File: src/rtl/adder_arbiter.sv
// Round-robin arbiter/sequencer sharing one adder among NREQ requesters.
// Optional WAIT timeout abort is enabled by defining ADDER_ARB_TIMEOUT_EN.
module adder_arbiter #(
   parameter int inSize  = 4,
   parameter int NREQ    = 4,
   parameter int TIMEOUT = 15
) (
   input  logic                     clk,
   input  logic                     rst,
   input  logic [NREQ-1:0]          req,
   input  logic [NREQ*inSize-1:0]   opA,
   input  logic [NREQ*inSize-1:0]   opB,
   output logic [NREQ-1:0]          gnt,
   output logic [NREQ-1:0]          res_valid,
   output logic [inSize:0]          res_sum,
   output logic                     res_err,
   output logic                     busy,
   output logic                     add_en,
   output logic [inSize-1:0]        add_A,
   output logic [inSize-1:0]        add_B,
   input  logic [inSize:0]          add_sum,
   input  logic                     add_valid
);

   localparam int PW = (NREQ > 1) ? $clog2(NREQ) : 1;

   if (NREQ < 2 || NREQ > 8 || TIMEOUT < 1) begin : g_cfg_err
      $error("adder_arbiter: NREQ must be 2..8 and TIMEOUT at least 1");
   end

   typedef enum logic [1:0] {
      IDLE  = 2'd0,
      ISSUE = 2'd1,
      WAIT  = 2'd2,
      RESP  = 2'd3
   } state_t;

   state_t                state, state_nx;
   logic [PW-1:0]         ptr, ptr_nx;
   logic [PW-1:0]         win, win_nx;
   logic [PW-1:0]         pick;
   logic [NREQ-1:0]       gnt_nx, rv_nx;
   logic [inSize-1:0]     a_nx, b_nx;
   logic [inSize:0]       sum_nx;
   logic                  en_nx, busy_nx;

`ifdef ADDER_ARB_TIMEOUT_EN
   localparam int CW = (TIMEOUT > 1) ? $clog2(TIMEOUT + 1) : 1;
   logic [CW-1:0]         cnt, cnt_nx;
   logic                  err_nx;
   logic                  err_q;
`endif

   // First set request at or above p, wrapping around to the low indices.
   function automatic logic [PW-1:0] pick_winner(input logic [NREQ-1:0] r,
                                                 input logic [PW-1:0]   p);
      logic [PW-1:0] w;
      logic          found;
      w     = '0;
      found = 1'b0;
      for (int i = 0; i < NREQ; i++) begin
         if (!found && r[i] && (PW'(i) >= p)) begin
            w     = PW'(i);
            found = 1'b1;
         end
      end
      for (int i = 0; i < NREQ; i++) begin
         if (!found && r[i] && (PW'(i) < p)) begin
            w     = PW'(i);
            found = 1'b1;
         end
      end
      return w;
   endfunction

   function automatic logic [NREQ-1:0] onehot(input logic [PW-1:0] idx);
      logic [NREQ-1:0] v;
      v = '0;
      for (int i = 0; i < NREQ; i++) begin
         if (PW'(i) == idx) v[i] = 1'b1;
      end
      return v;
   endfunction

   always_comb begin
      state_nx = state;
      ptr_nx   = ptr;
      win_nx   = win;
      a_nx     = add_A;
      b_nx     = add_B;
      sum_nx   = res_sum;
      gnt_nx   = '0;
      rv_nx    = '0;
      en_nx    = 1'b0;
`ifdef ADDER_ARB_TIMEOUT_EN
      cnt_nx   = cnt;
      err_nx   = err_q;
`endif
      pick     = pick_winner(req, ptr);

      case (state)
         IDLE: begin
            if (|req) begin
               win_nx   = pick;
               gnt_nx   = onehot(pick);
               en_nx    = 1'b1;
               state_nx = ISSUE;
               for (int i = 0; i < NREQ; i++) begin
                  if (PW'(i) == pick) begin
                     a_nx = opA[i*inSize +: inSize];
                     b_nx = opB[i*inSize +: inSize];
                  end
               end
            end
         end
         ISSUE: begin
            state_nx = WAIT;
`ifdef ADDER_ARB_TIMEOUT_EN
            cnt_nx   = '0;
`endif
         end
         WAIT: begin
            // A valid result on the expiry cycle takes priority over the abort.
            if (add_valid) begin
               sum_nx   = add_sum;
               rv_nx    = onehot(win);
               state_nx = RESP;
`ifdef ADDER_ARB_TIMEOUT_EN
               err_nx   = 1'b0;
            end else if (cnt == CW'(TIMEOUT - 1)) begin
               sum_nx   = '0;
               err_nx   = 1'b1;
               rv_nx    = onehot(win);
               state_nx = RESP;
            end else begin
               cnt_nx   = cnt + CW'(1);
`endif
            end
         end
         RESP: begin
            ptr_nx   = (int'(win) == NREQ - 1) ? '0 : win + PW'(1);
            state_nx = IDLE;
         end
         default: state_nx = IDLE;
      endcase

      busy_nx = (state_nx != IDLE);
   end

   always_ff @(posedge clk) begin
      if (rst) begin
         state     <= IDLE;
         ptr       <= '0;
         win       <= '0;
         gnt       <= '0;
         res_valid <= '0;
         res_sum   <= '0;
         busy      <= 1'b0;
         add_en    <= 1'b0;
         add_A     <= '0;
         add_B     <= '0;
`ifdef ADDER_ARB_TIMEOUT_EN
         cnt       <= '0;
         err_q     <= 1'b0;
`endif
      end else begin
         state     <= state_nx;
         ptr       <= ptr_nx;
         win       <= win_nx;
         gnt       <= gnt_nx;
         res_valid <= rv_nx;
         res_sum   <= sum_nx;
         busy      <= busy_nx;
         add_en    <= en_nx;
         add_A     <= a_nx;
         add_B     <= b_nx;
`ifdef ADDER_ARB_TIMEOUT_EN
         cnt       <= cnt_nx;
         err_q     <= err_nx;
`endif
      end
   end

`ifdef ADDER_ARB_TIMEOUT_EN
   assign res_err = err_q;
`else
   assign res_err = 1'b0;
`endif

endmodule

File: config.mk
export PLATFORM = sky130hd
export DESIGN_NAME = adder_arbiter
export DESIGN_NICKNAME = d
export VERILOG_FILES = /design/src/rtl/adder_arbiter.sv
export SDC_FILE = /design/constraint.sdc
export NUM_CORES = 1
export LEC_CHECK = 0
export ABC_CLOCK_PERIOD_IN_PS = 1930
export CORE_ASPECT_RATIO = 1.4
export CORE_UTILIZATION = 30
export CTS_BUF_LIST = sky130_fd_sc_hd__clkbuf_8
export CTS_CLUSTER_DIAMETER = 30
export DETAILED_ROUTE_END_ITERATION = 8
export PLACE_DENSITY = 0.61
export REMOVE_ABC_BUFFERS = 1
export SLEW_MARGIN = 5
export SYNTH_ARGS = -nofsm -noshare
export SYNTH_HDL_FRONTEND = slang
export SYNTH_SLANG_ARGS = --single-unit
File: constraint.sdc
create_clock -name clk -period 1.93 [get_ports clk]
set_input_delay 0.386 -clock clk [delete_from_list [all_inputs] [get_ports clk]]
set_output_delay 0.386 -clock clk [all_outputs]
set_load 0.005 [all_outputs]
==> results.toml <==
[flow_run]
max_cap_violations = 0

[global_routing]
antenna_found_initial = 0
grt.overflow.total = 0
grt_first_pass_wirelength_um = 6906
track_usage_pct = 15.90
first_global_vias = 1536
grt_max_degree = 10

[final_layout]
final_cell_area_sq_um = 2594
n_antenna_cell = 0
utilization_pct = 50.28
drive_above_1_share_pct = 22.43
seqCellArea_sq_um = 580.6
fillerInstances = 495
finalNetCount = 314
syn2layout_area_growth_pct = 61.57
multiInputGateArea_sq_um = 933.4

[sta]
fmax_mhz = 537.7
finalCritPeriodShare_pct = 96.37
fin_ws_ns = 0.07010
rsz0062_at_grt = "false"
clock_skew_ns = 0.004125
setup_viol = 0
maxSlewViolCount = 0
finalCriticalPeriod_ns = 1.860
setup_tns_ns = 0
hold_violations = 0

[critical_path]
cpLargestDelayFamily = "buffers and inverters"
cp_max_fo = 6
startpoint_type = "input pin"
critPathArrivalTime_ns = 2.07
ff2ff_path_depth = 6
crit_required_ns = 2.14
worstSetupPathType = "in -> reg"
reg2reg_slack_ns = 0.16
crit_path_frequent_cell = "buf_4"
crit_buf_inv = 4
endpoint_kind = "register"
path_cells = "clkdlybuf4s50_1, buf_4, nor4_2, buf_4, nand2b_2, buf_4, or3_1, a21oi_1"
reg2reg_to = "add_A[1]"
r2r-start = "ptr[1]"
slowest_stage = "clkdlybuf4s50_1"
critPathMaxStageDelay_ns = 0.49

[place]
place_hpwl_um = 3260
place.gp.congestion = 0.7597
port_buffers = 66
place_ws_ns = -0.2846
place_area_sq_um = 2479

[min_path]
min_path_type = "reg -> reg"
min_from = "res_sum[4]"
min_to = "res_sum[4]"
hold_depth = 2

[drt]
dr.pass1.iters = 4
vias = 1562
drt-total-wl_um = 4254
drcViolationCount = 0
postRouteAntennaNets = 0
routedWlPerCell_um = 12.93
routed_via_density = 4.748
drtIter0Drc = 31

[clock_network]
cts_resized = 1
cts_max_level = 2
clk_pin_slew_ns = 0.06
insertion_delay_ns = 0.28
cts_buffers = 5
cts.sinks = 29
cts_root_buffer = "clkbuf_8"
cts_setup_buffers = 0
cts_hold_buf = 0
cts_tree = "done"
cts.path.max_buffers = 2

[synth]
avgSynthCellArea_sq_um = 8.968
synthXorXnorAreaFrac_pct = 0
yosys_warnings = 0
synth_compound_area_share_pct = 26.97
synth_simple_gate_area_share_pct = 16.21
synth_seq_area_share_pct = 36.17
synth_mux_area_share_pct = 7.560
synth_seq_cells = 29
synth_top_family_by_area = "compound AO/OA/AOI/OAI gates"
ys_types = 36
synthCells = 179
synth_area_sq_um = 1605
yosys.area_share.adder_pct = 6.235

[pwr]
ir_worst_vdd_mv = 0.5017
swShare_pct = 33.21
p_per_area_nw_per_um2 = 1046
p_switching_mw = 0.9010
seqPwrFrac_pct = 31.6
pwr-share-comb_pct = 48.0
total_leakage_power_nw = 1.025
clkPwrFrac_pct = 20.4
internal_power_mw = 1.812

[run_status]
status = "finished clean"

[floorplanning]
rows = 31
die-area_sq_um = 5652
die_h_um = 88.55
start_util_pct = 31.12
io_pins = 68
core_area_sq_um = 5159
die_w_um = 63.83
synthesized netlist by cell type (all sizes together):
cell type | instances | area share [%]
a211oi | 8 | 6.2
a21boi | 1 | 0.47
a21oi | 23 | 7.9
and2 | 5 | 1.9
buf | 11 | 4.5
clkbuf | 2 | 0.47
conb | 1 | 0.23
dfxtp | 29 | 36
ha | 8 | 6.2
inv | 7 | 1.6
mux2 | 9 | 6.3
mux2i | 2 | 1.2
nand2 | 10 | 2.3
nand2b | 4 | 1.6
nand3 | 5 | 1.6
nor2 | 21 | 4.9
nor2b | 3 | 1.2
nor3 | 2 | 0.62
nor4 | 1 | 0.39
o211a | 1 | 0.62
o211ai | 9 | 5.4
o21ai | 2 | 0.62
o21bai | 8 | 3.7
o221a | 1 | 0.70
o221ai | 1 | 0.94
o22ai | 1 | 0.39
or2 | 3 | 1.3
or3 | 1 | 0.39
worst reg2reg max path, delay by kind of cell (launching register included):
family / cells / cell delay (ns)
multiplexers: 1 / 0.33
flip-flops: 1 / 0.48
buffers and inverters: 1 / 0.15
AO/OA/AOI/OAI: 4 / 0.69
power by group through the flow:
stage	registers [mW]	logic (mW)	clock network, mW
2_1_floorplan	0.872	0.612	0
3_3_place_gp	0.870	1.30	0
3_5_place_dp	0.868	1.30	0
4_1_cts	0.858	1.31	0.570
5_1_grt	0.880	1.43	0.596
6_report	0.856	1.30	0.553
cell families after synthesis:
family                   count (synthesis)
AO/OA/AOI/OAI                           55
AND/OR/NAND/NOR                         55
flip-flops                              29
buffers and inverters                   20
multiplexers                            11
adder cells (fa/ha/maj)                  8
other                                    1
per-stage QoR:
step           cells  total power, mW  hold WS [ns]
3_3_place_gp     321            2.167        0.4401
3_5_place_dp     321            2.171        0.4448
6_report         329            2.713        0.4502
4_1_cts          329            2.738        0.4536
5_1_grt          329            2.909        0.4847
2_1_floorplan    166            1.483        0.4467
state kept, by name, indices dropped and copies added (netlist names):
name       count
add_en         1
ptr            2
win            2
state          2
add_B          4
add_A          4
busy           1
gnt            4
res_sum        5
res_valid      4
area by class of cell:
cell class	count	share of cell area, %
Clock inverter	1	0.1930
Sequential cell	29	22.38
Timing Repair Buffer	89	33.53
Clock buffer	7	3.714
Multi-Input combinational cell	130	35.99
Tap cell	66	3.184
Inverter	7	1.013
cells in the final DEF (no fill, tap or decap), types with 2 or more instances in the layout:
cell             Yosys  final
a211oi_2             8      8
a21oi_1             22     22
and2_1               5      5
buf_12               0      3
buf_4                2     20
clkbuf_8             0      7
clkdlybuf4s50_1      0     65
dfxtp_1             29     29
ha_1                 8      8
inv_1                7      7
mux2_2               9      9
mux2i_1              2      2
nand2_1             10     10
nand2b_1             4      3
nand3_1              5      5
nor2_1              21     21
nor2b_1              3      3
nor3_1               2      2
o211ai_1             7      7
o21bai_1             8      8
or2_4                1      2
layer usage:
metal / track usage (%) / wire [um] / up-vias
li1: - / - / 791
met1: 17.59 / 1851 / 721
met2: 28.53 / 2154 / 40
met3: 3.222 / 150 / 10
met4: 8.471 / 97 / 0
met5: 0 / 0 / -
worst max path at each step:
stage / start / endpoint / slack (ns) / depth (start not counted)
2_1_floorplan: ptr[1] / add_A[0] / 0.26 / 5
3_3_place_gp: req[2] / add_B[2] / -0.30 / 8
3_5_place_dp: req[0] / add_A[1] / -0.28 / 7
4_1_cts: req[2] / add_B[2] / 0.04 / 8
5_1_grt: req[3] / win[1] / 0.01 / 7
6_report: req[2] / win[1] / 0.07 / 8
No activity file was read; power rests on OpenSTA's default activity.
